==> config.mk <==
export PLATFORM = sky130hd
export DESIGN_NAME = display_mode_controller
export DESIGN_NICKNAME = d
export VERILOG_FILES = /design/src/rtl/display_mode_controller.sv
export SDC_FILE = /design/constraint.sdc
export NUM_CORES = 1
export LEC_CHECK = 0
export BUFFER_PORTS_ARGS = -buffer_cell sky130_fd_sc_hd__buf_2
export CAP_MARGIN = 20
export CORE_MARGIN = 4
export CORE_UTILIZATION = 56
export DETAILED_ROUTE_END_ITERATION = 8
export GPL_TIMING_DRIVEN = 0
export PLACE_DENSITY = 0.76
export SLEW_MARGIN = 20
export SYNTH_ARGS = -nofsm -noshare
export SYNTH_HDL_FRONTEND = slang
export SYNTH_SLANG_ARGS = --single-unit
export TNS_END_PERCENT = 1
==> constraint.sdc <==
create_clock -name i_Clk -period 1.95 [get_ports i_Clk]
set_input_delay 0.195 -clock i_Clk [delete_from_list [all_inputs] [get_ports i_Clk]]
set_output_delay 0.195 -clock i_Clk [all_outputs]
set_load 0.01 [all_outputs]
==> src/rtl/display_mode_controller.sv <==
// display_mode_controller: alarm-clock front-panel mode sequencer with edit-field blink and idle timeout
module display_mode_controller #(
  parameter int CLKS_PER_SEC = 100_000_000,
  parameter int TIMEOUT_SEC  = 10
) (
  input  logic i_Clk,
  input  logic i_Reset_N,
  input  logic i_Mode_Pulse,
  input  logic i_Set_Pulse,
  input  logic i_Up_Pulse,
  output logic o_Display_Sel,
  output logic o_Target_Alarm,
  output logic o_Inc_Hour,
  output logic o_Inc_Min,
  output logic o_Time_Hold,
  output logic o_Blank_Hour,
  output logic o_Blank_Min
);
  localparam longint IDLE_CYCLES = longint'(CLKS_PER_SEC) * longint'(TIMEOUT_SEC);
  localparam int IW = $clog2(IDLE_CYCLES);
  localparam int BW = $clog2(CLKS_PER_SEC);
  typedef enum logic [2:0] {SHOW_TIME, SHOW_ALARM, SET_T_HR, SET_T_MIN, SET_A_HR, SET_A_MIN} state_t;
  state_t state, state_n;
  logic [IW-1:0] idle, idle_n;
  logic [BW-1:0] blink, blink_n;
  logic set, mode, up, any, timeout, in_set, ns_hr, ns_min, ns_alarm, inc_up, enter_set;
  always_comb begin
    set = i_Set_Pulse;
    mode = ~i_Set_Pulse & i_Mode_Pulse;
    up = ~i_Set_Pulse & ~i_Mode_Pulse & i_Up_Pulse;
    any = i_Set_Pulse | i_Mode_Pulse | i_Up_Pulse;
    timeout = idle == IW'(IDLE_CYCLES - 1);
    in_set = state inside {SET_T_HR, SET_T_MIN, SET_A_HR, SET_A_MIN};
    state_n = state;
    case (state)
      SHOW_TIME:  state_n = set ? SET_T_HR : mode ? SHOW_ALARM : state;
      SHOW_ALARM: state_n = set ? SET_A_HR : mode ? SHOW_TIME : state;
      SET_T_HR:   state_n = set ? SET_T_MIN : mode ? SHOW_TIME : state;
      SET_A_HR:   state_n = set ? SET_A_MIN : mode ? SHOW_TIME : state;
      default:    state_n = (set | mode) ? SHOW_TIME : state;
    endcase
    // any pulse in the same cycle wins over the idle timeout
    if (!any && timeout) state_n = SHOW_TIME;
    inc_up = up & in_set;
    ns_hr = state_n inside {SET_T_HR, SET_A_HR};
    ns_min = state_n inside {SET_T_MIN, SET_A_MIN};
    ns_alarm = state_n inside {SHOW_ALARM, SET_A_HR, SET_A_MIN};
    enter_set = (ns_hr | ns_min) && state_n != state;
    idle_n = (state_n == SHOW_TIME || any) ? '0 : idle + IW'(1);
    blink_n = (enter_set || inc_up || blink == BW'(CLKS_PER_SEC - 1)) ? '0 : blink + BW'(1);
  end
  always_ff @(posedge i_Clk or negedge i_Reset_N) begin
    if (!i_Reset_N) begin
      state <= SHOW_TIME;
      idle <= '0;
      blink <= '0;
      o_Display_Sel <= 1'b0;
      o_Target_Alarm <= 1'b0;
      o_Inc_Hour <= 1'b0;
      o_Inc_Min <= 1'b0;
      o_Time_Hold <= 1'b0;
      o_Blank_Hour <= 1'b0;
      o_Blank_Min <= 1'b0;
    end else begin
      state <= state_n;
      idle <= idle_n;
      blink <= blink_n;
      o_Display_Sel <= ns_alarm;
      o_Target_Alarm <= state_n inside {SET_A_HR, SET_A_MIN};
      o_Inc_Hour <= inc_up & (state inside {SET_T_HR, SET_A_HR});
      o_Inc_Min <= inc_up & (state inside {SET_T_MIN, SET_A_MIN});
      o_Time_Hold <= state_n inside {SET_T_HR, SET_T_MIN};
      o_Blank_Hour <= ns_hr & (blink_n >= BW'(CLKS_PER_SEC / 2));
      o_Blank_Min <= ns_min & (blink_n >= BW'(CLKS_PER_SEC / 2));
    end
  end
endmodule

Yosys cells after proc, flatten, opt, wreduce, memory -nomap -nowiden. Cells that the tools add are included. Widths: inputs -> output; s select.

Bits in registers: 67. Input bits: 5. Output and inout bits: 7. Logic and storage cells: 67.

$add $sub $neg: 2. Order comparisons: 1. Equality and inequality tests: 13. Multiplexer cells: 11. Bitwise operators: 14. Reductions and logical operators: 16.

Operator list (number): $add 30x1->30 const B (1); $eq 30x30->1 const B (1); $mux 30 (1); $add 27x1->27 const B (1); $eq 27x27->1 const B (1); $ge 27x26->1 const B (1); $mux 27 (1); $mux 3 (8); $eq 3x2->1 const B (4); $eq 3x3->1 const B (4); $pmux 3 s4 (1); $reduce_bool 2->1 (6); $and 1x1->1 (8); $eq 3x1->1 const B (2); $logic_not 3->1 (2); $or 1x1->1 (4); $reduce_bool 4->1 (1); $logic_or 1x1->1 (3); $ne 3x3->1 (1); $reduce_bool 3->1 (1); $logic_and 1x1->1 (2); $not 1->1 (2); $logic_not 1->1 (1).

Logic depth before layout (Yosys ltp).
Word-level depth: 15. Mapped depth: 9.

Least setup slack after synthesis. Ideal clock, no wire load.

Kind: register to register. From: register blink[0]. To: register o_Blank_Min. Library setup time: 0.076 ns. Arrival time: 2.055 ns. Required time: 1.874 ns. Setup slack: -0.182 ns. Stages on the path, launching flop included: 9. Buffers on the path: 1. Period minus slack after synthesis: 2.132 ns. Cells stage by stage: dfrtp_1 > ha_1 > clkbuf_1 > and4_4 > a2111oi_2 > mux2_1 > nor4_2 > nand2_1 > o21ai_1.

Word-level cells in the longest chain between the ends: 5. Elaborated cells between the ends (all ways): 6. Classes of those cells: add/sub: 1; order compare: 1; eq/ne: 1; mux: 1; bitwise: 1; reduce/logical: 1.

RTL lines: start: declaration (RTL line 25) `logic [BW-1:0] blink, blink_n;`; start signal: assignment (RTL line 67) `blink <= blink_n;`; branches (longest 2 deep; another with $add 27x1->27); $mux 27 (*) (RTL line 50) `blink_n = (enter_set || inc_up || blink == BW'(CLKS_PER_SEC - 1)) ? '0 : blink + BW'(1);`; $ge 27x26->1 (*) (RTL line 74) `o_Blank_Min <= ns_min & (blink_n >= BW'(CLKS_PER_SEC / 2));`; $and 1x1->1 (*) (RTL line 74); end signal: assignment (RTL line 74); end: declaration (RTL line 17) `output logic o_Blank_Min`.

Mark *: on every way between the ends.

Worst setup path in the final report.
From: register blink[9]. To: register o_Blank_Hour.

Word-level cells in the longest chain between the ends: 5. Elaborated cells between the ends (all ways): 6. Classes of those cells: add/sub: 1; order compare: 1; eq/ne: 1; mux: 1; bitwise: 1; reduce/logical: 1.

RTL lines: branches (longest 2 deep; another with $add 27x1->27); $mux 27 (*) (RTL line 50); $ge 27x26->1 (*) (RTL line 73) `o_Blank_Hour <= ns_hr & (blink_n >= BW'(CLKS_PER_SEC / 2));`; $and 1x1->1 (*) (RTL line 73); end signal: assignment (RTL line 73); end: declaration (RTL line 16) `output logic o_Blank_Hour,`.

Marked as above.

==> flow_summary.ini <==
[timing]
post-route-period-util_pct = 106
fin_crit_ps = 2070
fin_skew_ps = 13.8
setup_slack_ps = -120
setup_viol = 25
tightest_slew_ps = 444
fmax_mhz = 483
drv_slew = 0
holdWs_ps = 136
max_slew_margin_pct = 70.2
tns_ps = -1500
rsz0062_at_grt = yes
hold_viol_final = 0

[yosys]
synth_top_family_by_area = simple AND/OR/NAND/NOR gates
ys_types = 56
synth_cells = 398
yosysTopAreaCell = dfrtp_1
synth-seq-cells = 67
syn_area_per_cell_um2 = 9.31
synth_nets = 405
async_reset_ff_share_pct = 100
ys.flop_type = dfrtp_1
yosys.area_share.adder_pct = 0.675
synth-xor-area-share_pct = 13.2
synth-simple-area-share_pct = 30.1
synth_edf_count = 0
syn_area_um2 = 3700
synthMuxAreaShare_pct = 0.574
ys_warn_count = 0
synth.area.top_cells = dfrtp_1, nor2_1, xor2_1, xnor2_1, nand3_1
synth_compound_gate_area_share_pct = 6.25
synth_top_area_share_pct = 45.3
synth_sequential_area_ratio_pct = 45.3

[floorplan]
core_area_um2 = 6390
die_w_um = 89.3
io_pins = 12
fp-row-count = 29
dieArea_um2 = 7980
die_h_um = 89.3
start_util_pct = 58.0

[placement]
port_buffers = 10
gp_congestion = 0.894
dp_hpwl_um = 5240
dp_worst_setup_slack_ps = -332
dpl_cell_area_um2 = 3920
dp.cells = 486

[status]
status = complete, but fails checks
failed_checks = setup timing

[clock_tree]
clk_latency_ps = 350
cts_max_level = 3
cts_made_buffers = 9
cts_tree = done
cts_root_buf = clkbuf_8
cts_buffer_depth = 2
cts.sinks = 67
clkTransAtPathRegs_ps = 80

[global_routing]
grt_pass1_vias = 2890
track_usage_pct = 21.6
grt_pass1_wl_um = 13500
grt_max_degree = 42
grt_overflow_total = 0
antenna_found_initial = 0

[setup_path]
worstPathMaxFanout = 10
critPathKind = reg -> reg
arrival_ps = 2300
cp_data_required_time_ps = 2180
cp-start-kind = register
crit_path_end_kind = register

[power]
total_power_mw = 3.47
p_int_mw = 2.39
pwr-share-seq_pct = 44.3
leakagePower_nw = 1.80
power.density_nw_per_um2 = 777
pwr-share-clk_pct = 34.2
netSwitchingPower_mw = 1.08
vdd_ir_drop_max_v = 0.000731
p_comb_share_pct = 21.5
sw_frac_of_total_pct = 31.2

[detailed_routing]
drt-total-wl_um = 8150
dr.pass1.iters = 5
postRouteAntennaNets = 0
post_drt_wl_per_cell_um = 15.6
vias_per_cell = 5.74
drt_iter0_markers = 197
vias = 2991
drc = 0

[final_layout]
synthToLayoutAreaGrowth_pct = 20.5
mostFrequentLayoutCells = nor2_1, dfrtp_1, xor2_1, nand2_1
layout.nets = 446
final_core_util_pct = 69.9
drive_above_1_share_pct = 25.5
final_common_cell = nor2_1
antennaDiodeCount = 0
final_area_um2 = 4460
stdcell_count = 521

[worst_hold_path]
worstHoldPathType = in -> reg

[job]
cap_violations = 0
critical path: stages, from the launching register on:
cell and delay [ps]:
dfrtp_1 370, buf_6 140, and4_4 280, nand4_1 270
or4_1 510, o31ai_1 150, nor4_4 90, nand2_1 80
o21ai_1 60
kinds of logic after synthesis:
| kind of cell | Yosys count |
|---|---|
| compound gates | 28 |
| xor+xnor | 56 |
| fa+ha+maj | 2 |
| buf+inv | 26 |
| flops | 67 |
| mux | 2 |
| simple gates | 217 |
cells in the mapped netlist (all sizes together), types with 2 or more instances:
library cell / n
and2: 5
o21ai: 5
a211oi: 2
and4: 7
dfrtp: 67
a31oi: 2
nor2: 86
nor4: 7
ha: 2
a21oi: 4
and3: 9
nand4: 16
nand2: 32
nand3: 26
inv: 6
buf: 15
or4: 3
xor2: 31
xnor2: 25
nand4b: 2
nor3: 14
a2111oi: 4
clkbuf: 5
nor2b: 2
a22oi: 2
nor4b: 2
path summary, 6_finish.rpt:
check | startpoint | end | slack (ps) | cells after the start
min | i_Up_Pulse | o_Inc_Hour$_DFF_PN0_ | 140 | 3
max in group asynchronous | i_Reset_N | blink[8]$_DFF_PN0_ | 1090 | 3
min in group asynchronous | i_Reset_N | idle[24]$_DFF_PN0_ | 310 | 2
min reg2reg | idle[0]$_DFF_PN0_ | idle[0]$_DFF_PN0_ | 540 | 1
max | blink[9]$_DFF_PN0_ | o_Blank_Hour$_DFF_PN0_ | -120 | 8
max reg2reg | blink[9]$_DFF_PN0_ | o_Blank_Hour$_DFF_PN0_ | -120 | 8
routing by layer:
layer | wire, um | track usage (%)
met1 | 3770 | 29.5
met2 | 3910 | 33.8
met3 | 308 | 3.78
met4 | 157 | 8.80
met5 | 0 | 0
repair_timing:
item / 4_1_cts / 5_1_grt
hold buffers: 1 / 0
resized for setup: 20 / 24
endpoints found under the hold margin: 26 / 0
setup buffers: 17 / 3
pin swaps: 20 / 11
endpoints found under the setup margin: 53 / 60
cloned: 0 / 0
sequential cells by signal (all words and copies together) (netlist names):
name and count:
idle 30, blink 27, state 3, o_Blank_Hour 1, o_Blank_Min 1, o_Display_Sel 1
o_Inc_Hour 1, o_Inc_Min 1, o_Target_Alarm 1, o_Time_Hold 1
power groups by stage:
| stage | Combinational (mW) | Sequential, mW | Clock (mW) |
|---|---|---|---|
| after detailed placement | 0.631 | 1.55 | 0 |
| after floorplan | 0.435 | 1.56 | 0 |
| final | 0.746 | 1.54 | 1.19 |
| after CTS | 0.743 | 1.51 | 1.20 |
| after global routing | 0.821 | 1.55 | 1.28 |
| after global placement | 0.613 | 1.54 | 0 |
area by class of cell:
class,instances,area (um^2)
Multi-Input combinational cell,305,2090
Fill cell,454,1920
Sequential cell,67,1680
Timing Repair Buffer,32,236
Clock buffer,10,138
Buffer,18,135
Tap cell,77,96.3
Clock inverter,6,63.8
Inverter,6,22.5
No activity file was read; power rests on OpenSTA's default activity.
